===== config.mk =====
export PLATFORM = sky130hd
export DESIGN_NAME = mem_access_seq
export DESIGN_NICKNAME = d
export VERILOG_FILES = /design/src/rtl/mem_seq_pkg.sv /design/src/rtl/mem_wait_cnt.sv /design/src/rtl/mem_access_seq.sv
export SDC_FILE = /design/constraint.sdc
export NUM_CORES = 1
export LEC_CHECK = 0
export CAP_MARGIN = 20
export CORE_AREA = 2 2 39 41
export CTS_CLUSTER_SIZE = 25
export DETAILED_ROUTE_END_ITERATION = 12
export DIE_AREA = 0 0 41 43
export HOLD_SLACK_MARGIN = 0.05
export PLACE_DENSITY = 0.69
export SETUP_SLACK_MARGIN = 0.1
export SYNTH_ARGS = -nofsm -noshare
export SYNTH_HDL_FRONTEND = slang
export SYNTH_SLANG_ARGS = --single-unit

===== constraint.sdc =====
create_clock -name clk -period 1.78 [get_ports clk]
set_clock_uncertainty 0.15 [all_clocks]
set_input_delay 0.445 -clock clk [delete_from_list [all_inputs] [get_ports clk]]
set_output_delay 0.445 -clock clk [all_outputs]
set_load 0.01 [all_outputs]

===== src/rtl/mem_seq_pkg.sv =====
// Shared codes for the memory access sequencer: request/size encodings, IorD selects, state enum.
package mem_seq_pkg;

  localparam int unsigned IORD_W = 3;

  typedef enum logic [1:0] {
    REQ_FETCH   = 2'd0,
    REQ_LOAD    = 2'd1,
    REQ_STORE   = 2'd2,
    REQ_EXC_VEC = 2'd3
  } req_type_e;

  typedef enum logic [1:0] {
    SIZE_WORD = 2'd0,
    SIZE_HALF = 2'd1,
    SIZE_BYTE = 2'd2,
    SIZE_RSVD = 2'd3
  } req_size_e;

  localparam logic [IORD_W-1:0] IORD_PC     = 3'd0;
  localparam logic [IORD_W-1:0] IORD_EXC    = 3'd1;
  localparam logic [IORD_W-1:0] IORD_ALURES = 3'd2;
  localparam logic [IORD_W-1:0] IORD_ALUOUT = 3'd3;

  typedef enum logic [2:0] {
    ST_IDLE    = 3'd0,
    ST_RD_WAIT = 3'd1,
    ST_CAPTURE = 3'd2,
    ST_MERGE   = 3'd3,
    ST_WRITE   = 3'd4,
    ST_FAULT   = 3'd5
  } state_e;

  typedef struct packed {
    req_type_e rtype;
    req_size_e rsize;
    logic      from_alu;
  } mem_req_t;

  // Reserved size code behaves as a full word.
  function automatic logic is_subword(input req_size_e s);
    return (s == SIZE_HALF) || (s == SIZE_BYTE);
  endfunction

  function automatic logic [IORD_W-1:0] iord_of(input mem_req_t r);
    case (r.rtype)
      REQ_FETCH:   return IORD_PC;
      REQ_EXC_VEC: return IORD_EXC;
      default:     return r.from_alu ? IORD_ALURES : IORD_ALUOUT;
    endcase
  endfunction

  function automatic logic misaligned(input mem_req_t r, input logic [1:0] lsb);
    logic data_access;
    data_access = (r.rtype == REQ_LOAD) || (r.rtype == REQ_STORE);
    case (r.rsize)
      SIZE_HALF: return data_access && lsb[0];
      SIZE_BYTE: return 1'b0;
      default:   return data_access && (lsb != 2'b00);
    endcase
  endfunction

endpackage


===== src/rtl/mem_wait_cnt.sv =====
// Read wait-state counter: clears while idle, counts in RD_WAIT, flags the last wait cycle.
module mem_wait_cnt #(
  parameter int unsigned MEM_LAT = 1
) (
  input  logic clk,
  input  logic reset,
  input  logic clr,
  input  logic en,
  output logic term_c
);

  localparam int unsigned CW = $clog2(MEM_LAT + 1);

  logic [CW-1:0] cnt;

  always_ff @(posedge clk or posedge reset) begin
    if (reset)    cnt <= '0;
    else if (clr) cnt <= '0;
    else if (en)  cnt <= cnt + CW'(1);
  end

  assign term_c = (cnt == CW'(MEM_LAT - 1));

endmodule


===== src/rtl/mem_access_seq.sv =====
// Multicycle CPU memory transaction sequencer (fetch, load, store incl. sub-word RMW, exception vector).
// Define MEM_ALIGN_CHECK_EN to abort misaligned LOAD/STORE accesses through the FAULT state.
module mem_access_seq #(
  parameter int unsigned MEM_LAT = 1
) (
  input  logic       clk,
  input  logic       reset,
  input  logic       req_valid,
  output logic       req_ready,
  input  logic [1:0] req_type,
  input  logic [1:0] req_size,
  input  logic       addr_from_alu,
  input  logic [1:0] addr_lsb,
  output logic [2:0] iord_sel,
  output logic       mem_wr,
  output logic       ir_wr,
  output logic       mdr_wr,
  output logic       merge_en,
  output logic       done,
  output logic       misalign
);

  import mem_seq_pkg::*;

  state_e   state_q, state_d;
  mem_req_t req_in, req_q;
  logic     accept_c, term_c, align_fault_c;

  assign req_in   = {req_type, req_size, addr_from_alu};
  assign accept_c = req_valid && (state_q == ST_IDLE);

`ifdef MEM_ALIGN_CHECK_EN
  assign align_fault_c = misaligned(req_in, addr_lsb);
`else
  logic unused_lsb;
  assign unused_lsb    = ^addr_lsb;
  assign align_fault_c = 1'b0;
`endif

  mem_wait_cnt #(.MEM_LAT(MEM_LAT)) u_wait_cnt (
    .clk    (clk),
    .reset  (reset),
    .clr    (state_q == ST_IDLE),
    .en     (state_q == ST_RD_WAIT),
    .term_c (term_c)
  );

  always_ff @(posedge clk or posedge reset) begin
    if (reset) begin
      state_q <= ST_IDLE;
      req_q   <= '0;
    end else begin
      state_q <= state_d;
      if (accept_c) req_q <= req_in;
    end
  end

  // Word stores skip the read; sub-word stores read, merge, then write back.
  always_comb begin
    state_d = state_q;
    case (state_q)
      ST_IDLE: begin
        if (req_valid) begin
          if (align_fault_c)
            state_d = ST_FAULT;
          else if (req_in.rtype == REQ_STORE && !is_subword(req_in.rsize))
            state_d = ST_WRITE;
          else
            state_d = ST_RD_WAIT;
        end
      end
      ST_RD_WAIT: if (term_c) state_d = ST_CAPTURE;
      ST_CAPTURE: state_d = (req_q.rtype == REQ_STORE) ? ST_MERGE : ST_IDLE;
      ST_MERGE:   state_d = ST_WRITE;
      ST_WRITE:   state_d = ST_IDLE;
      ST_FAULT:   state_d = ST_IDLE;
      default:    state_d = ST_IDLE;
    endcase
  end

  always_comb begin
    req_ready = (state_q == ST_IDLE);
    iord_sel  = (state_q == ST_IDLE) ? IORD_PC : iord_of(req_q);
    mem_wr    = 1'b0;
    ir_wr     = 1'b0;
    mdr_wr    = 1'b0;
    merge_en  = 1'b0;
    done      = 1'b0;
    misalign  = 1'b0;
    case (state_q)
      ST_CAPTURE: begin
        if (req_q.rtype == REQ_FETCH) ir_wr  = 1'b1;
        else                          mdr_wr = 1'b1;
        done = (req_q.rtype != REQ_STORE);
      end
      ST_MERGE: merge_en = 1'b1;
      ST_WRITE: begin
        mem_wr = 1'b1;
        done   = 1'b1;
      end
`ifdef MEM_ALIGN_CHECK_EN
      ST_FAULT: misalign = 1'b1;
`endif
      default: ;
    endcase
  end

endmodule


Word level (Yosys, flattened, before mapping)
Cells that the tools add are included.

Add/sub/neg operators: 1. Equality and inequality tests: 12. Mux-type cells: 17. Reductions and logical operators: 8.

Operators by type and width (count): $mux W3 (4); $pmux W3 S4 (1); $mux W1 (9); $eq A2 B2 Y1 const B (4); $eq A3 B2 Y1 const B (2); $ne A2 B2 Y1 const B (3); $pmux W2 S2 (1); $eq A3 B1 Y1 const B (1); $eq A3 B3 Y1 const B (1); $logic_not A3 Y1 (1); $eq A2 B1 Y1 const B (1); $logic_and A1 B1 Y1 (2); $logic_not A2 Y1 (1); $mux W2 (1); $pmux W1 S2 (1); $reduce_and A2 Y1 (1); $reduce_bool A2 Y1 (1); $add A1 B1 Y1 const B (1); $logic_not A1 Y1 (1); $logic_or A1 B1 Y1 (1).

Bits in registers: 7. Input port bits: 10. Output and inout port bits: 10. Logic and storage cells: 42.

Longest topological paths before layout
Gate-level depths: netlist (run 1).

Depth in word-level cells: 7. Gate-level depth with buffers: 4. Gate-level depth less buffers: 4.

Modules after synthesis
A second synthesis (run 1) with hierarchy kept.

Cells, all modules: 52. Area total of the unflattened synthesis: 500.5 um^2.

By module, submodules not included: mem_access_seq (instances 1, cells each 47, area each 455.4 um^2, sequential area each 150.1 um^2); mem_wait_cnt (instances 1, cells each 5, area each 45.0 um^2, sequential area each 25.0 um^2).

Worst setup path after synthesis (run 1)
Ideal clock, no wire load.

Path kind: register to output. Start point: reg req_q[3] (netlist bit). End point: out iord_sel[0]. Data arrival time: 0.984 ns. Required time: 1.185 ns. Slack: 0.201 ns. Stages on the path, launching flop included: 5. Path buffers: 0. Path through: dfrtp_1 > inv_1 > ha_1 > mux2i_1 > nor2_1.

Word-level cells in the longest chain between the ends: 3. Elaborated cells on any way between the ends: 4. Those cells by class: eq/ne (1); mux (2); reduce/logical (1).

RTL lines: start: declaration (RTL line mem_access_seq.sv:26) `mem_req_t req_in, req_q;`; start signal: assignment (RTL line mem_access_seq.sv:54) `if (accept_c) req_q <= req_in;`; $eq A2 B2 Y1 or $logic_not A2 Y1 (tied branches) (RTL line mem_seq_pkg.sv:46) `case (r.rtype)`; $pmux W2 S2 (*) (RTL line mem_seq_pkg.sv:46); $mux W3 (*) (RTL line mem_access_seq.sv:83) `iord_sel = (state_q == ST_IDLE) ? IORD_PC : iord_of(req_q);`; end: declaration (RTL line mem_access_seq.sv:14) `output logic [2:0] iord_sel,`.

Mark *: on every way between the ends. The rest lies on a longest branch, timed or not.

Final worst setup path (run 1)
Start point: reg state_q[1]. End point: out req_ready.

Word-level cells in the longest chain between the ends: 1.

RTL lines: start: declaration (RTL line mem_access_seq.sv:25) `state_e state_q, state_d;`; start signal: assignment (RTL line mem_access_seq.sv:53) `state_q <= state_d;`; $logic_not A3 Y1 (RTL line mem_access_seq.sv:82) `req_ready = (state_q == ST_IDLE);`; end: declaration (RTL line mem_access_seq.sv:9) `output logic req_ready,`.

Every way passes these cells.

==> flow_summary_export.csv, run 1 <==
group,metric,value,unit
routing,wl_per_cell,11.8,um
logic_synthesis,synth_top_area_share,36.5,%
flow_run,cap_viol_max_count,0,
critical_path,path_common_cell,"buf_6",
power,peakVddDrop,687,uV
clock_tree,cts.sinks,7,
critical_path,cp.arrival,1.32,ns
global_route,antenna_found_initial,0,
logic_synthesis,async_reset_ff_share,100,%
layout,layout_commonest_cell,"buf_4",
critical_path,cp.depth,5,
logic_synthesis,yosysWarnings,0,
die,coreArea,1380,um^2
layout,layout-drive-gt1-share,55.7,%
timing,rsz0062_at_grt,"yes",
timing,worst_slack,-0.135,ns
critical_path,crit_buf_inv,4,
logic_synthesis,seq_area_frac_synth,36.5,%
power,leakagePower,0.419,nW
critical_path,critical_path.max_fanout,3,
layout,syn2layout_area_growth,69.0,%
global_route,grt_use_total,16.0,%
die,die_w,41,um
logic_synthesis,synth_area_leaders,"dfrtp_1 36%, mux2_4 9.4%, ha_1 7.8%",
routing,vias_per_cell,4.62,
layout,final_cell_mix,"11 x buf_4, 7 x clkdlybuf4s50_1, 7 x buf_6",
power,power_density,1680,nW/um^2
clock_tree,cts_buffers,3,
critical_path,reg2reg_setup_slack,0.09,ns
clock_tree,clkLatencyLatePin,0.25,ns
power,power,1.37,mW
critical_path,crit_type,"reg2out",
clock_tree,cts.clk_slew.worst_paths,0.05,ns
critical_path,r2r-start,"state_q[1]",
timing,setup_violations,7,
routing,via_count,439,
critical_path,start_kind,"flip-flop",
worst_hold_path,hold_class,"in2async",
critical_path,startpoint,"state_q[1]",
global_route,grt_pass1_wl,1.79,mm
timing,slew_viol_final,0,
place,place_hpwl,678,um
clock_tree,clock-root-buffer,"clkbuf_4",
global_route,grt_max_degree,8,
critical_path,crit_end,"req_ready",
logic_synthesis,syn_area_per_cell,10.4,um^2
critical_path,path_cells,"buf_6 -> nor3_4 -> buf_4 -> buf_6 -> buf_6",
routing,ant_nets,0,
critical_path,r2r_end,"req_q[3]",
logic_synthesis,netlist_area,480,um^2
logic_synthesis,synth-edff-count,0,
place,pre_cts_ws,-0.265,ns
routing,drtIter0Drc,2,
global_route,grt_pass1_vias,415,
die,row_count,14,
die,ios,20,
routing,drt_wl_total,1.12,mm
layout,final_nets,93,
clock_tree,cts_buffer_depth,2,
critical_path,endpoint_kind,"primary output",
routing,drc,0,
run_status,failed_checks,"setup timing",
critical_path,slowest_stage,"dfrtp_1",
place,place_congestion,0.819,
global_route,overflow,0,
die,dieHeight,43,um
timing,holdWs,0.285,ns
logic_synthesis,netlist_instances,46,
timing,max_clock_freq,522,MHz
critical_path,required,1.18,ns
timing,finalHoldViolations,0,
die,initial_core_util,34.7,%
critical_path,max_stage_delay,0.42,ns
logic_synthesis,ys.flop_type,"dfrtp_1",
die,die-area,1760,um^2
run_status,outcome,"complete, but fails checks",
timing,finalCritPeriodShare,108,%
critical_path,worstRegToRegCells,7,
critical_path,critical_path.top_delay_family,"buffers and inverters",
clock_tree,htreeDepth,1,
logic_synthesis,yosysTopAreaCell,"dfrtp_1",
timing,period_needed,1.91,ns
place,io_buffers,15,
logic_synthesis,yosys.cell_types.count,24,
logic_synthesis,synth-seq-cells,7,
clock_tree,cts_tree,"built",
routing,first_pass_iters,4,
layout,n_antenna_cell,0,
layout,fillers,130,
synthesized netlist by cell type (2+ instances only):
cell	instances
a21oi_1	2
buf_4	3
dfrtp_1	7
ha_1	3
inv_1	4
mux2_2	2
mux2_4	3
nand2b_1	3
nor2_1	3
nor2b_1	2
routing by layer:
layer	track usage, %	vias up	part of all wire [%]
met2	26.3	18	53
met4	10.0	0	0.89
met1	16.5	203	41
li1	-	216	-
met5	0	-	0
met3	4.71	2	5.4
state kept, by name (all words and copies together), names as in the netlist:
signal	cells
req_q	3
u_wait_cnt.cnt	1
state_q	3
cell families (layout without fill, tap and decap cells):
logic type	after synthesis	count (layout)	share of synthesized area, %
simple gates	17	17	24.0
xor+xnor	1	1	1.82
compound gates	4	4	5.21
flops	7	7	36.5
mux	6	6	16.1
other cells	1	2	0.781
fa+ha+maj	3	3	7.81
buf+inv	7	39	7.81
through the flow:
step,area (um^2),std cells,setup TNS [ns],util (%)
2_1_floorplan,484,47,0,-
3_5_place_dp,707,85,-1.27,51.1
5_1_grt,812,95,-1.07,58.7
3_3_place_gp,707,85,-1.28,51.1
6_report,812,95,-0.596,58.7
4_1_cts,795,96,-0.368,57.4
where the power goes:
part	switching (mW)	leakage [nW]	total, mW	internal [mW]
registers	0.0707	0.0848	0.301	0.230
clock network	0.0613	0.0150	0.147	0.0857
logic	0.351	0.319	0.917	0.566
total	0.483	0.419	1.37	0.882
worst min-delay path by stage:
stage	cells past startpoint	start	to
2_1_floorplan	1	reset	req_q[0]
4_1_cts	2	reset	state_q[1]
5_1_grt	2	reset	state_q[1]
3_3_place_gp	1	req_q[0]	req_q[0]
6_report	2	reset	req_q[4]
3_5_place_dp	1	req_q[0]	req_q[0]
cell type report:
class,count,area [um^2],area share (%)
multi-input cells,33,312,38.4
repair buffers,31,262,32.2
flip-flops and latches,7,178,21.9
clock buffers,4,26.3,3.24
well taps,16,20.0,2.47
inverters,4,15.0,1.85
repair_timing:
item / CTS / global route
buffers inserted: 8 / 1
pin swaps: 2 / 3
hold buffers: 0 / 0
gates resized for setup: 44 / 6
endpoints found under the setup margin: 8 / 11
(Power assumes the default switching activity.)
==> inputs of run 2 (changes only) <==
GPL_TIMING_DRIVEN = 0   (was unset)
==> run 2 against run 1 <==
The flow still finishes with violations (setup timing). First-iteration DRC count rose by 50%. Largest power group unchanged. Combinational power fell by 0.5%. Fmax rose by 0.63%. Sequential power fell by 5%. Critical path type unchanged. Critical endpoint is now done. Setup slack improved by 0.012 ns. Non-clock buffer count did not move. Global-route usage rose by 0.66 points. Sequential cell count did not move. Hold slack got worse by 0.0061 ns. Count of clock-buffer cells in the layout did not move. Critical path depth did not move. Register-to-register slack improved by 0.15 ns.
==> flow_summary_export.csv, run 2 (synthesis results as in run 1) <==
group,metric,value,unit
power,power,1.34,mW
timing,max_clock_freq,525,MHz
critical_path,crit_type,"reg2out",
die,dieHeight,43,um
layout,final_cell_mix,"10 x buf_4, 7 x clkdlybuf4s50_1, 7 x buf_2",
timing,finalSetupTns,-0.392,ns
global_route,antenna_found_initial,0,
power,swShare,36.0,%
global_route,grt_use_total,16.6,%
routing,wl_per_cell,11.8,um
place,post_dp_cell_area,654,um^2
clock_tree,clkLatencyLatePin,0.26,ns
critical_path,r2r-start,"state_q[2]",
critical_path,endpoint_kind,"primary output",
routing,via_count,435,
routing,drc,0,
place,place_hpwl,658,um
layout,final_cell_area,843,um^2
die,ios,20,
die,initial_core_util,34.7,%
routing,drt_wl_total,1.12,mm
run_status,failed_checks,"setup timing",
run_status,outcome,"complete, but fails checks",
critical_path,critical_path.max_fanout,3,
die,row_count,14,
critical_path,r2r_end,"req_q[3]",
clock_tree,htreeDepth,1,
die,die-area,1760,um^2
clock_tree,cts_tree,"built",
layout,final_nets,93,
clock_tree,cts.sinks,7,
power,cellInternalPower,0.861,mW
timing,finalHoldViolations,0,
critical_path,cp.arrival,1.31,ns
clock_tree,clock-root-buffer,"clkbuf_4",
critical_path,worstRegToRegCells,5,
layout,final_util,60.9,%
power,power_density,1590,nW/um^2
global_route,grt_max_degree,8,
die,die_w,41,um
clock_tree,holdBufCountCts,0,
timing,period_needed,1.90,ns
timing,setup_violations,4,
critical_path,start_kind,"flip-flop",
layout,layout_commonest_cell,"buf_4",
timing,rsz0062_at_grt,"yes",
layout,reg_top3,"req_q x3, state_q x3, u_wait_cnt.cnt x1",
flow_run,cap_viol_max_count,0,
power,seqPwrFrac,21.2,%
timing,slew_viol_final,0,
clock_tree,cts_buffers,3,
timing,finalCritPeriodShare,107,%
global_route,overflow,0,
power,leakagePower,0.422,nW
global_route,grt_pass1_wl,1.88,mm
place,place_congestion,0.752,
power,peakVddDrop,671,uV
routing,first_pass_iters,2,
timing,worst_slack,-0.123,ns
power,clkPwrFrac,10.9,%
layout,syn2layout_area_growth,75.5,%
critical_path,required,1.18,ns
power,power.switching,0.484,mW
clock_tree,cts.clk_slew.worst_paths,0.05,ns
place,io_buffers,15,
critical_path,reg2reg_setup_slack,0.24,ns
clock_tree,cts_buffer_depth,2,
layout,n_antenna_cell,0,
die,coreArea,1380,um^2
worst_hold_path,hold_class,"in2async",
power,power_frac_comb,67.9,%
layout,layout-drive-gt1-share,59.5,%
routing,vias_per_cell,4.58,
timing,holdWs,0.278,ns
global_route,grt_pass1_vias,432,
routing,ant_nets,0,
routing,drtIter0Drc,3,
-- run 2: cell counts in the layout (fill, tap and decap cells not counted) --
No cell type changed its count.
-- run 2: through the flow --
step | worst slack, ns | instances
after CTS | -0.111 | 94
final | -0.123 | 95
after global routing | -0.208 | 95
after global placement | -0.303 | 78
after detailed placement | -0.315 | 78
after floorplan | 0.201 | 47
-- run 2: metal layers --
metal  wire length, um  share of wire, %  vias up  global-route usage, %
li1                  -                 -      216                      -
met2               596                53       15                   26.9
met4                23               2.1        0                   12.0
met3                46               4.1        3                   3.14
met5                 0                 0        -                      0
met1               452                40      201                   18.0
-- run 2: layout make-up --
| cell class | count | area, um^2 |
|---|---|---|
| plain buffers | 3 | 26.3 |
| clock buffers | 4 | 26.3 |
| fillers | 122 | 541 |
| inverters | 4 | 15.0 |
| multi-input cells | 33 | 337 |
| flip-flops and latches | 7 | 178 |
| well taps | 16 | 20.0 |
| repair buffers | 28 | 241 |
-- run 2: worst max-delay path, stage by stage (launching register included) --
cell and delay (ns):
dfrtp_1 0.38, buf_6 0.13, ha_4 0.15, nand2b_4 0.13
a21oi_2 0.12, buf_2 0.14
-- run 2: power groups by stage --
| stage | logic, mW | clock network [mW] | registers, mW |
|---|---|---|---|
| global placement | 0.621 | 0 | 0.291 |
| floorplan | 0.411 | 0 | 0.276 |
| detailed placement | 0.630 | 0 | 0.292 |
| finish | 0.912 | 0.147 | 0.285 |
| CTS | 0.869 | 0.149 | 0.282 |
| global route | 1.01 | 0.163 | 0.294 |
-- run 2: timing repair --
action                                  in CTS  in global routing
buffers inserted                            12                  1
endpoints found under the setup margin       8                  9
gates resized for setup                     48                  4
pin swaps                                    4                  1
-- run 2: worst max path at each step --
stage	startpoint	to	slack [ns]
after floorplan	req_q[3]	iord_sel[0]	0.20
after global placement	req_q[3]	iord_sel[0]	-0.30
after detailed placement	req_q[3]	iord_sel[0]	-0.32
after CTS	req_q[4]	iord_sel[0]	-0.11
after global routing	state_q[2]	iord_sel[1]	-0.21
final	req_q[4]	done	-0.12
